--- config.mk ---
export PLATFORM = sky130hd
export DESIGN_NAME = vram_fill_flat
export DESIGN_NICKNAME = d
export VERILOG_FILES = /design/src/rtl/video_pkg.sv /design/src/rtl/vram_fill_if.sv /design/src/rtl/vram_span_calc.sv /design/src/rtl/vram_fill.sv /design/src/flat_wrapper.sv
export SDC_FILE = /design/constraint.sdc
export NUM_CORES = 1
export LEC_CHECK = 0
export ABC_AREA = 1
export CAP_MARGIN = 20
export CORE_MARGIN = 3
export CORE_UTILIZATION = 35
export CTS_BUF_LIST = sky130_fd_sc_hd__clkbuf_4
export DETAILED_ROUTE_END_ITERATION = 10
export SLEW_MARGIN = 20
export SYNTH_ARGS = -nofsm -noshare
export SYNTH_HDL_FRONTEND = slang
export SYNTH_SLANG_ARGS = --single-unit
--- constraint.sdc ---
create_clock -name clk -period 4.2 [get_ports clk]
set_clock_uncertainty 0.05 [all_clocks]
set_input_delay 1.26 -clock clk [delete_from_list [all_inputs] [get_ports clk]]
set_output_delay 1.26 -clock clk [all_outputs]
set_load 0.01 [all_outputs]
--- src/rtl/video_pkg.sv ---
// Framebuffer geometry and fill-engine state encoding shared by the VRAM
// write side (vram_fill) and the VGA scanout.
package video_pkg;
    localparam int unsigned FB_W           = 160;
    localparam int unsigned FB_H           = 120;
    localparam int unsigned WORDS_PER_LINE = 80;
    localparam int unsigned PIX_W          = 8;

    typedef enum logic [1:0] {
        IDLE,
        FILL,
        DONE
    } fill_state_t;
endpackage

--- src/rtl/vram_fill_if.sv ---
// Fill-command handshake plus the dedicated VRAM write port of vram_fill.
interface vram_fill_if;
    import video_pkg::*;

    logic             cmd_valid;
    logic             cmd_ready;
    logic [7:0]       cmd_x;
    logic [6:0]       cmd_y;
    logic [7:0]       cmd_w;
    logic [6:0]       cmd_h;
    logic [PIX_W-1:0] cmd_color;
    logic             vram_we;
    logic [13:0]      vram_waddr;
    logic [15:0]      vram_wdata;
    logic [1:0]       vram_wmask;
    logic             busy;
    logic             done;

    modport slave (
        input  cmd_valid, cmd_x, cmd_y, cmd_w, cmd_h, cmd_color,
        output cmd_ready, vram_we, vram_waddr, vram_wdata, vram_wmask, busy, done
    );

    modport master (
        output cmd_valid, cmd_x, cmd_y, cmd_w, cmd_h, cmd_color,
        input  cmd_ready, vram_we, vram_waddr, vram_wdata, vram_wmask, busy, done
    );
endinterface

--- src/rtl/vram_span_calc.sv ---
// Word span of one clipped row: first/last VRAM word and their byte masks.
// Inputs must already be clipped (w_eff >= 1, x + w_eff <= FB_W).
module vram_span_calc (
    input  logic [7:0] x,
    input  logic [7:0] w_eff,
    output logic [6:0] first_word,
    output logic [6:0] last_word,
    output logic [1:0] first_mask,
    output logic [1:0] last_mask
);
    logic [7:0] xr;

    always_comb begin
        xr         = x + w_eff - 8'd1;
        first_word = x[7:1];
        last_word  = xr[7:1];
        // Mask bit1 is the even (upper-byte) pixel, bit0 the odd one.
        if (first_word == last_word) begin
            first_mask = {~x[0], xr[0]};
        end else begin
            first_mask = x[0] ? 2'b01 : 2'b11;
        end
        last_mask = xr[0] ? 2'b11 : 2'b10;
    end
endmodule

--- src/rtl/vram_fill.sv ---
// Rectangle-fill engine: clips a fill command on accept, then streams one
// masked VRAM word write per cycle, row after row, with no gaps.
module vram_fill
    import video_pkg::*;
#(
    parameter int unsigned FB_W           = video_pkg::FB_W,
    parameter int unsigned FB_H           = video_pkg::FB_H,
    parameter int unsigned WORDS_PER_LINE = video_pkg::WORDS_PER_LINE
) (
    input  logic        clk,
    input  logic        resetn,
    vram_fill_if.slave  bus
);
    localparam logic [7:0]  X_LIM = 8'(FB_W);
    localparam logic [6:0]  Y_LIM = 7'(FB_H);
    localparam logic [13:0] STEP  = 14'(WORDS_PER_LINE);

    fill_state_t state;
    logic        busy, cmd_ready, done;
    logic        vram_we;
    logic [13:0] vram_waddr;
    logic [15:0] vram_wdata;
    logic [1:0]  vram_wmask;
    logic [13:0] row_base;
    logic [6:0]  col, first_word, last_word, rows_left;
    logic [1:0]  first_mask, last_mask;

    logic        empty;
    logic [8:0]  x_end;
    logic [7:0]  y_end;
    logic [7:0]  w_eff;
    logic [6:0]  h_eff;
    logic [13:0] base0;
    logic [6:0]  sp_first, sp_last;
    logic [1:0]  sp_first_mask, sp_last_mask;

    always_comb begin
        x_end = {1'b0, bus.cmd_x} + {1'b0, bus.cmd_w};
        y_end = {1'b0, bus.cmd_y} + {1'b0, bus.cmd_h};
        empty = (bus.cmd_x >= X_LIM) || (bus.cmd_y >= Y_LIM) ||
                (bus.cmd_w == 8'd0) || (bus.cmd_h == 7'd0);
        w_eff = (x_end > 9'(FB_W)) ? (X_LIM - bus.cmd_x) : bus.cmd_w;
        h_eff = (y_end > 8'(FB_H)) ? (Y_LIM - bus.cmd_y) : bus.cmd_h;
        base0 = 14'(bus.cmd_y * WORDS_PER_LINE);
    end

    vram_span_calc u_span (
        .x          (bus.cmd_x),
        .w_eff      (w_eff),
        .first_word (sp_first),
        .last_word  (sp_last),
        .first_mask (sp_first_mask),
        .last_mask  (sp_last_mask)
    );

    always_ff @(posedge clk or negedge resetn) begin
        if (!resetn) begin
            state      <= IDLE;
            busy       <= 1'b0;
            cmd_ready  <= 1'b1;
            done       <= 1'b0;
            vram_we    <= 1'b0;
            vram_waddr <= '0;
            vram_wdata <= '0;
            vram_wmask <= '0;
            row_base   <= '0;
            col        <= '0;
            first_word <= '0;
            last_word  <= '0;
            first_mask <= '0;
            last_mask  <= '0;
            rows_left  <= '0;
        end else begin
            case (state)
                IDLE: begin
                    if (bus.cmd_valid && cmd_ready) begin
                        busy      <= 1'b1;
                        cmd_ready <= 1'b0;
                        if (empty) begin
                            state <= DONE;
                            done  <= 1'b1;
                        end else begin
                            // The first write is issued straight from the accept edge.
                            state      <= FILL;
                            vram_we    <= 1'b1;
                            vram_waddr <= base0 + {7'b0, sp_first};
                            vram_wdata <= {bus.cmd_color, bus.cmd_color};
                            vram_wmask <= sp_first_mask;
                            row_base   <= base0;
                            col        <= sp_first;
                            first_word <= sp_first;
                            last_word  <= sp_last;
                            first_mask <= sp_first_mask;
                            last_mask  <= sp_last_mask;
                            rows_left  <= h_eff;
                        end
                    end
                end
                FILL: begin
                    if (col != last_word) begin
                        col        <= col + 7'd1;
                        vram_waddr <= vram_waddr + 14'd1;
                        vram_wmask <= (col + 7'd1 == last_word) ? last_mask : 2'b11;
                    end else if (rows_left != 7'd1) begin
                        rows_left  <= rows_left - 7'd1;
                        row_base   <= row_base + STEP;
                        col        <= first_word;
                        vram_waddr <= row_base + STEP + {7'b0, first_word};
                        vram_wmask <= first_mask;
                    end else begin
                        vram_we <= 1'b0;
                        state   <= DONE;
                        done    <= 1'b1;
                    end
                end
                DONE: begin
                    done      <= 1'b0;
                    busy      <= 1'b0;
                    cmd_ready <= 1'b1;
                    state     <= IDLE;
                end
                default: state <= IDLE;
            endcase
        end
    end

    assign bus.cmd_ready  = cmd_ready;
    assign bus.busy       = busy;
    assign bus.done       = done;
    assign bus.vram_we    = vram_we;
    assign bus.vram_waddr = vram_waddr;
    assign bus.vram_wdata = vram_wdata;
    assign bus.vram_wmask = vram_wmask;
endmodule

--- src/flat_wrapper.sv ---
// flat-port wrapper written by rule: the top's interface ports become plain ports
module vram_fill_flat import video_pkg::*;
#(
    parameter int unsigned FB_W           = video_pkg::FB_W,
    parameter int unsigned FB_H           = video_pkg::FB_H,
    parameter int unsigned WORDS_PER_LINE = video_pkg::WORDS_PER_LINE
)
  (clk, resetn, bus_cmd_valid, bus_cmd_x, bus_cmd_y, bus_cmd_w, bus_cmd_h, bus_cmd_color, bus_cmd_ready, bus_vram_we, bus_vram_waddr, bus_vram_wdata, bus_vram_wmask, bus_busy, bus_done);
  vram_fill_if bus_i ();
  input  logic clk;
  input  logic resetn;
  input wire logic [$bits(bus_i.cmd_valid)-1:0] bus_cmd_valid;
  input wire logic [$bits(bus_i.cmd_x)-1:0] bus_cmd_x;
  input wire logic [$bits(bus_i.cmd_y)-1:0] bus_cmd_y;
  input wire logic [$bits(bus_i.cmd_w)-1:0] bus_cmd_w;
  input wire logic [$bits(bus_i.cmd_h)-1:0] bus_cmd_h;
  input wire logic [$bits(bus_i.cmd_color)-1:0] bus_cmd_color;
  output wire logic [$bits(bus_i.cmd_ready)-1:0] bus_cmd_ready;
  output wire logic [$bits(bus_i.vram_we)-1:0] bus_vram_we;
  output wire logic [$bits(bus_i.vram_waddr)-1:0] bus_vram_waddr;
  output wire logic [$bits(bus_i.vram_wdata)-1:0] bus_vram_wdata;
  output wire logic [$bits(bus_i.vram_wmask)-1:0] bus_vram_wmask;
  output wire logic [$bits(bus_i.busy)-1:0] bus_busy;
  output wire logic [$bits(bus_i.done)-1:0] bus_done;
  assign bus_i.cmd_valid = bus_cmd_valid;
  assign bus_i.cmd_x = bus_cmd_x;
  assign bus_i.cmd_y = bus_cmd_y;
  assign bus_i.cmd_w = bus_cmd_w;
  assign bus_i.cmd_h = bus_cmd_h;
  assign bus_i.cmd_color = bus_cmd_color;
  assign bus_cmd_ready = bus_i.cmd_ready;
  assign bus_vram_we = bus_i.vram_we;
  assign bus_vram_waddr = bus_i.vram_waddr;
  assign bus_vram_wdata = bus_i.vram_wdata;
  assign bus_vram_wmask = bus_i.vram_wmask;
  assign bus_busy = bus_i.busy;
  assign bus_done = bus_i.done;
  vram_fill #(.FB_W(FB_W), .FB_H(FB_H), .WORDS_PER_LINE(WORDS_PER_LINE)) u_core (.clk(clk), .resetn(resetn), .bus(bus_i));
endmodule
==> impl_results.rst, run 1 <==
.. list-table::
   :header-rows: 1

   * - Metric
     - Value
   * - Synthesized area per cell
     - 7.32 um2
   * - Synthesized flop and latch total
     - 72
   * - Multiplexer fraction of the synthesized cell area
     - 0.162%
   * - Violated checks
     - negative setup slack
   * - # nets final
     - 1071
   * - Cell area power density
     - 370 nW/um2
   * - Final instance area
     - 8070 um2
   * - MaxCap Viol Count
     - 0
   * - Arrival @ worst endpoint
     - 4.84 ns
   * - Count of cells along the worst register-to-register path
     - 13
   * - Cts bufs inserted
     - 9
   * - Fraction of synthesis flops using an asynchronous set or reset pin
     - 100%
   * - Count of yosys warnings during synthesis
     - 0
   * - Source of the worst register-to-register timing path
     - u_core.col[2]
   * - Required arrival time at the worst endpoint
     - 4.49 ns
   * - Total Wirelength
     - 16500 um
   * - Hold Crit Start
     - u_core.last_mask[1]
   * - Synthesized instance count
     - 842
   * - Layout cell share with drive strength beyond 1
     - 18.5%
   * - Critical path peak fanout
     - 4
   * - Top Ports
     - 77
   * - Hold-fix buffer count after cts
     - 0
   * - Final critical-path required period
     - 4.55 ns
   * - Starting DRT DRC Count
     - 312
   * - Fmax
     - 220 MHz
   * - Starting Density
     - 36.4%
   * - Compound-cell area share of the yosys netlist
     - 16.0%
   * - Total negative slack for setup checks
     - -1.00 ns
   * - Count of pins over their slew limit
     - 0
   * - XOR/XNOR Fraction of Synth Area
     - 8.38%
   * - Crit path launch type
     - primary input
   * - Post-placement setup slack
     - -1.25 ns
   * - Classification of the worst-slack hold path
     - register to register
   * - Buffers added on ports
     - 76
   * - Number of hold-slack violations in the final timing report
     - 0
   * - Slack of the critical path
     - -0.351 ns
   * - Outcome
     - finished with violations
   * - Post-Syn Area
     - 6160 um2
   * - Highest ir drop seen on vdd
     - 0.000211 V
   * - Total vias in the final route
     - 5862
   * - R2R Path End
     - u_core.bus.vram_waddr[5]
   * - Die ar.
     - 19200 um2
   * - DP Wirelength
     - 12300 um
   * - Relative slew margins
     - 36.4%
   * - First-pass iteration count of the detailed router
     - 5
   * - Initial antenna violation count
     - 1
   * - Post-detailed-route DRC marker count
     - 0
   * - Final hold slack
     - 0.427 ns
   * - GR Overflow Total
     - 0
   * - Fill cells
     - 1701
   * - Root Driver
     - sky130_fd_sc_hd__clkbuf_4
   * - Number of global-route vias before repair
     - 5510
   * - Leakage
     - 3.86 nW
   * - Global Route Usage Sum
     - 16.9%
   * - Std-Cell Core Area
     - 16900 um2
   * - Clock sink total
     - 72
   * - Hold Path Stages
     - 2
   * - Setup slack of the worst register-to-register path
     - 1.70 ns
   * - Top flip-flop cell by instance count after synthesis
     - sky130_fd_sc_hd__dfrtp_1
   * - Worst slew pin tran
     - 0.954 ns
   * - Die Height
     - 139 um
   * - Class of the most critical setup path
     - primary input to register
   * - H-tree depth
     - 3
   * - Dpl cell area
     - 7500 um2
   * - Global placer's final weighted congestion
     - 0.825
   * - Final-report setup violation count
     - 3
   * - Routed WL per cell
     - 13.8 um
   * - Worst hold endpoint
     - u_core.last_mask[1]
   * - TritonCTS clock tree
     - yes
   * - Synthesized-area fraction occupied by and/or/nand/nor cells
     - 24.6%
   * - Final period util
     - 108%
   * - Clock-pin transition on the worst setup and hold timing paths
     - 0.11 ns
   * - Die width
     - 139 um
   * - Number of cell rows
     - 47
   * - Post-synthesis to final-layout area growth
     - 30.9%
   * - Largest family of logic cells by synthesized area
     - simple AND/OR/NAND/NOR gates
   * - Antenna viol nets, final
     - 0
   * - Number of unique standard cell types used by synthesis
     - 55
   * - Worst-skew pair later-pin latency
     - 0.45 ns
   * - Share of synthesized cell area in full adder, half adder and majority cells
     - 12.0%
   * - Vias per std cell
     - 4.89
   * - Number of buffers between clock root and the deepest sink
     - 2
   * - First-pass GRT wire length
     - 27300 um
   * - CP Capture Type
     - register
   * - Power consumption
     - 2.99 mW
   * - RSZ-0062 raised after global routing
     - yes
   * - Post-synth EDFFs
     - 0
   * - Syn Nets
     - 939
   * - Maximum number of pins on one net before global-route repair
     - 73
   * - Part of the Yosys area used for sequential elements
     - 29.2%
## state kept, by name (all words and copies together), names as in the netlist, 2 cells and up
register / flops
u_core.first_mask: 2
u_core.first_word: 7
u_core.row_base: 10
u_core.bus.vram_wdata: 8
u_core.rows_left: 7
u_core.col: 7
u_core.last_mask: 2
u_core.bus.vram_waddr: 14
u_core.state: 2
u_core.last_word: 7
u_core.bus.vram_wmask: 2
## cell usage after synthesis, drive strengths merged (8+ instances only)
master  count  share of area, %
a21oi      55               4.6
buf        19               2.2
clkbuf      8              0.49
dfrtp      71                29
ha         51                10
inv       106               6.8
nand2     203                13
nand3      38               3.2
nand4      12               1.2
nor2       64               4.3
nor3        9              0.89
o211ai     14               1.7
o21ai      78               6.3
xnor2      17               2.4
xor2       42               6.0
## routing by layer
metal | part of all wire, % | track usage [%]
met1 | 50 | 25.1
met2 | 44 | 25.9
met3 | 4.0 | 2.24
met4 | 1.4 | 4.94
met5 | 0 | 0
## stage by stage
step	util, %	std cells
2_1_floorplan	-	842
3_3_place_gp	44.3	1169
5_1_grt	47.7	1200
3_5_place_dp	44.3	1169
6_report	47.7	1200
4_1_cts	46.3	1191
## worst max-delay path: stages
cell                      delay [ns]
sky130_fd_sc_hd__buf_8          0.10
sky130_fd_sc_hd__ha_4           0.15
sky130_fd_sc_hd__fa_2           0.36
sky130_fd_sc_hd__nand2_2        0.09
sky130_fd_sc_hd__nand2_2        0.07
sky130_fd_sc_hd__nand2_2        0.10
sky130_fd_sc_hd__o21ai_1        0.07
sky130_fd_sc_hd__nand2_1        0.08
sky130_fd_sc_hd__nand2_1        0.06
sky130_fd_sc_hd__a21oi_2        0.20
sky130_fd_sc_hd__nand2_4        0.11
sky130_fd_sc_hd__mux2i_2        0.16
sky130_fd_sc_hd__ha_1           0.28
sky130_fd_sc_hd__inv_1          0.06
sky130_fd_sc_hd__ha_2           0.17
sky130_fd_sc_hd__inv_2          0.04
sky130_fd_sc_hd__fa_2           0.36
sky130_fd_sc_hd__o21ai_2        0.17
sky130_fd_sc_hd__buf_4          0.14
sky130_fd_sc_hd__buf_6          0.10
sky130_fd_sc_hd__xnor2_4        0.08
sky130_fd_sc_hd__xor2_1         0.15
sky130_fd_sc_hd__nor4_2         0.25
sky130_fd_sc_hd__nand3_2        0.11
sky130_fd_sc_hd__nand2_1        0.07
sky130_fd_sc_hd__a21oi_1        0.06
## what timing repair did
action                     in CTS  in global routing
setup endpoints to repair       7                  6
buffers inserted                6                  8
resized for setup              63                 48
pin swaps                      30                 16
gates cloned                    0                  0
## logic make-up after synthesis
kind of cell	count (synthesis)
muxes	1
xor gates and xnor gates	59
DFF	72
AOI/OAI and AO/OA	173
buffers and inverters	136
and+or+nand+nor	345
adders and majority gates	56
## area by class of cell
cell class / count / area (um2) / share of cell area, %
diodes: 1 / 2.50 / 0.0310
clock buffers: 9 / 67.6 / 0.837
clock inverters: 7 / 119 / 1.47
inverters: 109 / 430 / 5.33
multi-input cells: 634 / 4060 / 50.3
flip-flops and latches: 72 / 1800 / 22.3
well taps: 220 / 275 / 3.41
repair buffers: 148 / 1310 / 16.2
## cells in the final DEF, fill, tap and decap left out, drive strengths merged, types with 12 or more instances in the layout
cell type and n:
clkdlybuf4s50 61, buf 79, xnor2 17, xor2 42
nand3 38, nand2 203, a21oi 55, o211ai 14
nor2 64, nand4 12, inv 107, ha 51
dfrtp 71, o21ai 78
## power by group
part / switching (mW) / internal [mW]
clock network: 0.275 / 0.302
logic: 0.745 / 0.731
registers: 0.130 / 0.805
total: 1.15 / 1.84
## worst max path at each step
stage | startpoint | to
final | bus_cmd_x[0] | u_core.bus.vram_wmask[0]
after global routing | bus_cmd_x[0] | u_core.bus.vram_wmask[0]
after CTS | bus_cmd_x[0] | u_core.bus.vram_wmask[0]
after detailed placement | bus_cmd_w[0] | u_core.bus.vram_wmask[0]
after global placement | bus_cmd_w[0] | u_core.bus.vram_wmask[0]
after floorplan | bus_cmd_w[0] | u_core.bus.vram_wmask[0]
Note: power is estimated with default switching activity, not from simulation.
==> inputs of run 2 (changes only) <==
--- a/config.mk
+++ b/config.mk
@@ -6,6 +6,7 @@
 export NUM_CORES = 1
 export LEC_CHECK = 0
 export ABC_AREA = 1
+export ABC_CLOCK_PERIOD_IN_PS = 4200
 export CAP_MARGIN = 20
 export CORE_MARGIN = 3
 export CORE_UTILIZATION = 35
==> results of run 2 <==
Final layout, timing and power as in run 1 (identical DEF).
==> inputs of run 3 (changes only) <==
--- a/config.mk
+++ b/config.mk
@@ -5,13 +5,14 @@
 export SDC_FILE = /design/constraint.sdc
 export NUM_CORES = 1
 export LEC_CHECK = 0
-export ABC_AREA = 1
 export ABC_CLOCK_PERIOD_IN_PS = 4200
 export CAP_MARGIN = 20
 export CORE_MARGIN = 3
 export CORE_UTILIZATION = 35
 export CTS_BUF_LIST = sky130_fd_sc_hd__clkbuf_4
 export DETAILED_ROUTE_END_ITERATION = 10
+export PLACE_DENSITY_LB_ADDON = 0.25
+export RECOVER_POWER = 50
 export SLEW_MARGIN = 20
 export SYNTH_ARGS = -nofsm -noshare
 export SYNTH_HDL_FRONTEND = slang
==> impl_results.rst, run 3 <==
.. list-table::
   :header-rows: 1

   * - Metric
     - Value
   * - DP Wirelength
     - 12900 um (was 12300 um)
   * - Fill cells
     - 1695 (was 1701)
   * - RSZ-0062 raised after global routing
     - yes (unchanged)
   * - Portion of total power attributed to sequential cells
     - 30.2% (was 31.3%)
   * - Number of unique standard cell types used by synthesis
     - 71 (was 55)
   * - Count of yosys warnings during synthesis
     - 0 (unchanged)
   * - Commonest non-fill, non-tap cells in the layout
     - sky130_fd_sc_hd__nand2_1 (101), sky130_fd_sc_hd__buf_4 (90), sky130_fd_sc_hd__dfrtp_1 (71), sky130_fd_sc_hd__nor2_1 (60), sky130_fd_sc_hd__clkdlybuf4s50_1 (48) (was sky130_fd_sc_hd__nand2_1 (188), sky130_fd_sc_hd__inv_1 (92), sky130_fd_sc_hd__dfrtp_1 (71), sky130_fd_sc_hd__buf_4 (66), sky130_fd_sc_hd__clkdlybuf4s50_1 (61))
   * - # placed instances
     - 1108 (was 1169)
   * - Cts bufs inserted
     - 9 (unchanged)
   * - CP Capture Type
     - register (unchanged)
   * - Post-Syn Area
     - 6210 um2 (was 6160 um2)
   * - Net load switching power
     - 0.788 mW (was 1.15 mW)
   * - Post-synth top area share
     - 28.6% (was 28.8%)
   * - GR Overflow Total
     - 0 (unchanged)
   * - Maximum number of pins on one net before global-route repair
     - 73 (unchanged)
   * - Number of cell rows
     - 48 (was 47)
   * - Antenna viol nets, final
     - 0 (unchanged)
   * - Biggest regs
     - u_core.bus.vram_waddr x14, u_core.row_base x10, u_core.bus.vram_wdata x8 (unchanged)
   * - Final period util
     - 117% (was 108%)
   * - Fraction of synthesis flops using an asynchronous set or reset pin
     - 100% (unchanged)
   * - Top Ports
     - 77 (unchanged)
   * - Crit path launch type
     - primary input (unchanged)
   * - First-pass GRT wire length
     - 28400 um (was 27300 um)
   * - Switching part of the total power
     - 34.4% (was 38.5%)
   * - Routed WL per cell
     - 14.9 um (was 13.8 um)
   * - Classification of the worst-slack hold path
     - register to register (unchanged)
   * - Root Driver
     - sky130_fd_sc_hd__clkbuf_4 (unchanged)
   * - Worst slew pin tran
     - 1.83 ns (was 0.954 ns)
   * - Synthesized area per cell
     - 8.19 um2 (was 7.32 um2)
   * - Synthesized instance count
     - 759 (was 842)
   * - Internal power contribution
     - 1.50 mW (was 1.84 mW)
   * - Clock sink total
     - 72 (unchanged)
   * - Cell area power density
     - 272 nW/um2 (was 370 nW/um2)
   * - Number of buffers between clock root and the deepest sink
     - 2 (unchanged)
   * - Buffers added on ports
     - 76 (unchanged)
   * - Power consumption
     - 2.29 mW (was 2.99 mW)
   * - Die width
     - 139 um (about the same)
   * - Violated checks
     - max-capacitance violations, max-slew violations, negative setup slack (was negative setup slack)
   * - Highest ir drop seen on vdd
     - 0.000133 V (was 0.000211 V)
   * - Clock network power share
     - 18.7% (was 19.3%)
   * - H-tree depth
     - 3 (unchanged)
   * - Fmax
     - 204 MHz (was 220 MHz)
   * - Final hold slack
     - 0.445 ns (was 0.427 ns)
   * - Dominant cells by area after synthesis
     - sky130_fd_sc_hd__dfrtp_1 (29%), sky130_fd_sc_hd__ha_1 (10%), sky130_fd_sc_hd__xnor2_1 (6.2%), sky130_fd_sc_hd__nand2_1 (6.2%), sky130_fd_sc_hd__xor2_1 (4.5%) (was sky130_fd_sc_hd__dfrtp_1 (29%), sky130_fd_sc_hd__nand2_1 (12%), sky130_fd_sc_hd__ha_1 (10%), sky130_fd_sc_hd__inv_1 (6.1%), sky130_fd_sc_hd__xor2_1 (6.0%))
   * - Starting DRT DRC Count
     - 300 (was 312)
   * - Logic pwr share
     - 51.1% (was 49.4%)
   * - Vias per std cell
     - 5.15 (was 4.89)
   * - Critical path peak fanout
     - 4 (unchanged)
   * - Initial antenna violation count
     - 1 (unchanged)
   * - Commonest non-fill, non-tap cell in the layout
     - sky130_fd_sc_hd__nand2_1 (unchanged)
   * - Biggest area consumer among synthesized cells
     - sky130_fd_sc_hd__dfrtp_1 (unchanged)
   * - Worst-skew pair later-pin latency
     - 0.43 ns (was 0.45 ns)
   * - Global Route Usage Sum
     - 17.6% (was 16.9%)
   * - CP cell instances
     - buf_4 > buf_6 > fa_2 > a21oi_4 > buf_4 > o221ai_1 > xnor2_1 > nand2_1 > o2bb2ai_4 > mux2i_1 > ha_1 > inv_2 > ha_4 > inv_2 > fa_2 > nand2b_4 > a21oi_4 > xnor2_2 > nor2_2 > nor4bb_4 > o2111ai_1 > nand3_1 > o221ai_1
   * - Part of the Yosys area used for sequential elements
     - 29.0% (was 29.2%)
   * - Leakage
     - 3.80 nW (was 3.86 nW)
   * - Required arrival time at the worst endpoint
     - 4.45 ns (was 4.49 ns)
   * - Top flip-flop cell by instance count after synthesis
     - sky130_fd_sc_hd__dfrtp_1 (unchanged)
   * - Leading cell types by count after synthesis
     - sky130_fd_sc_hd__nand2_1 (102), sky130_fd_sc_hd__dfrtp_1 (71), sky130_fd_sc_hd__nor2_1 (64), sky130_fd_sc_hd__a21oi_1 (52), sky130_fd_sc_hd__ha_1 (51) (was sky130_fd_sc_hd__nand2_1 (199), sky130_fd_sc_hd__inv_1 (100), sky130_fd_sc_hd__dfrtp_1 (71), sky130_fd_sc_hd__o21ai_0 (66), sky130_fd_sc_hd__nor2_1 (60))
   * - Non-filler instance count after layout
     - 1137 (was 1200)
   * - Synthesized flop and latch total
     - 72 (unchanged)
   * - Most frequently used cell type in the post-synthesis netlist
     - sky130_fd_sc_hd__nand2_1 (unchanged)
   * - Final-report setup violation count
     - 6 (was 3)
   * - Clock-pin transition on the worst setup and hold timing paths
     - 0.12 ns (was 0.11 ns)
   * - Layout cell share with drive strength beyond 1
     - 21.8% (was 18.5%)
   * - Post-placement setup slack
     - -1.75 ns (was -1.25 ns)
   * - Die ar.
     - 19400 um2 (was 19200 um2)
   * - Slack of the critical path
     - -0.704 ns (was -0.351 ns)
   * - Post-detailed-route DRC marker count
     - 0 (unchanged)
   * - Post-synth EDFFs
     - 0 (unchanged)
   * - Post-synthesis to final-layout area growth
     - 35.5% (was 30.9%)
   * - Critical-path cell with the highest stage delay
     - sky130_fd_sc_hd__fa_2 (unchanged)
   * - MaxCap Viol Count
     - 1 (was 0)
   * - Class of the most critical setup path
     - primary input to register (unchanged)
   * - Register name with the most flops
     - u_core.bus.vram_waddr (unchanged)
   * - Die Height
     - 139 um (about the same)
   * - Final critical-path required period
     - 4.90 ns (was 4.55 ns)
   * - Hold-fix buffer count after cts
     - 0 (unchanged)
   * - Syn Nets
     - 856 (was 939)
   * - Number of hold-slack violations in the final timing report
     - 0 (unchanged)
   * - Arrival @ worst endpoint
     - 5.16 ns (was 4.84 ns)
   * - Starting Density
     - 35.8% (was 36.4%)
   * - TritonCTS clock tree
     - yes (unchanged)
   * - Count of pins over their slew limit
     - 73 (was 0)
   * - Final core utilization
     - 48.5% (was 47.7%)
   * - Std-Cell Core Area
     - 17400 um2 (was 16900 um2)
   * - Outcome
     - finished with violations (unchanged)
   * - Family with the most delay on the worst path
     - adder cells (unchanged)
   * - Buffering stage count on the worst path with inverters included
     - 5 (unchanged)
   * - # nets final
     - 1003 (was 1071)
   * - Number of flip-flops in the largest register
     - 14 (unchanged)
   * - Global placer's final weighted congestion
     - 0.909 (was 0.825)
   * - Relative slew margins
     - -22.2% (was 36.4%)
   * - Total Wirelength
     - 16900 um (was 16500 um)
   * - First-pass iteration count of the detailed router
     - 4 (was 5)
   * - Number of global-route vias before repair
     - 5608 (was 5510)
   * - Highest cell delay on the worst timing path
     - 0.41 ns (was 0.36 ns)
   * - Total vias in the final route
     - 5853 (was 5862)
-- run 3: cell types whose count changed after synthesis, sizes merged, moves of 8 or more --
cell,delta
nand2,-101
o21ai,-17
o211ai,-8
inv,-61
xnor2,+27
a21o,+10
nand3,-25
clkbuf,+11
nor3,+10
a211oi,+13
xor2,-10
-- run 3: power by group through the flow --
stage	Clock (mW)	Combinational [mW]	Sequential (mW)
after CTS	0.446	1.02	0.693
after global routing	0.474	1.29	0.693
final	0.428	1.17	0.693
after global placement	0	0.905	0.706
after floorplan	0	0.526	0.707
after detailed placement	0	0.910	0.706
-- run 3: cell families (layout without fill, tap and decap cells) --
kind of cell             after synthesis  in the layout  share of synthesized area [%]
other                                  0              1                              0
flip-flops                            72             72                           29.0
adder cells (fa/ha/maj)               56             56                           11.9
XOR/XNOR                              76             76                           10.7
buffers and inverters                 86            238                           5.96
AO/OA/AOI/OAI                        204            204                           21.2
AND/OR/NAND/NOR                      254            254                           19.4
multiplexers                          11             11                           1.85
-- run 3: repair_timing --
item,in CTS,in global routing
setup endpoints to repair,8,7
setup buffers,7,7
gates resized for setup,71,36
pin swaps,29,36
-- run 3: final cells by class --
class / count / area, um2 / share of cell area [%]
tap: 225 / 282 / 3.34
clock buffer: 9 / 67.6 / 0.803
sequential: 72 / 1800 / 21.4
clock inverter: 7 / 62.6 / 0.743
multi-input combinational: 601 / 4450 / 52.9
antenna: 1 / 2.50 / 0.0297
inverter: 45 / 169 / 2.01
timing repair buffer: 177 / 1580 / 18.7
-- run 3: per-layer routing --
metal  wire length, um  up-vias  track usage, %
met5                 0        -               0
met4               304        0            5.25
met3               667       20            1.99
met2              7590      107            26.9
met1              8350     2737            26.2
li1                  -     2989               -
-- run 3: metrics by stage --
stage                     TNS, ns  cell area [um2]
after floorplan             -4.34             6280
after global placement      -9.60             7830
after detailed placement   -10.34             7830
after CTS                   -3.30             8190
after global routing        -3.57             8420
final                       -2.38             8420
-- run 3: worst paths after layout --
path	startpoint	end	slack [ns]	depth (start not counted)
setup / recovery	bus_cmd_w[1]	u_core.bus.vram_wmask[0]	-0.70	23
hold / removal	u_core.last_mask[1]	u_core.last_mask[1]	0.44	1
setup reg to reg	u_core.row_base[4]	u_core.bus.vram_waddr[13]	1.56	10
hold reg to reg	u_core.last_mask[1]	u_core.last_mask[1]	0.44	1
max in group asynchronous	resetn	u_core.bus.vram_wdata[7]	1.75	1
min in group asynchronous	resetn	u_core.bus.busy	1.25	1
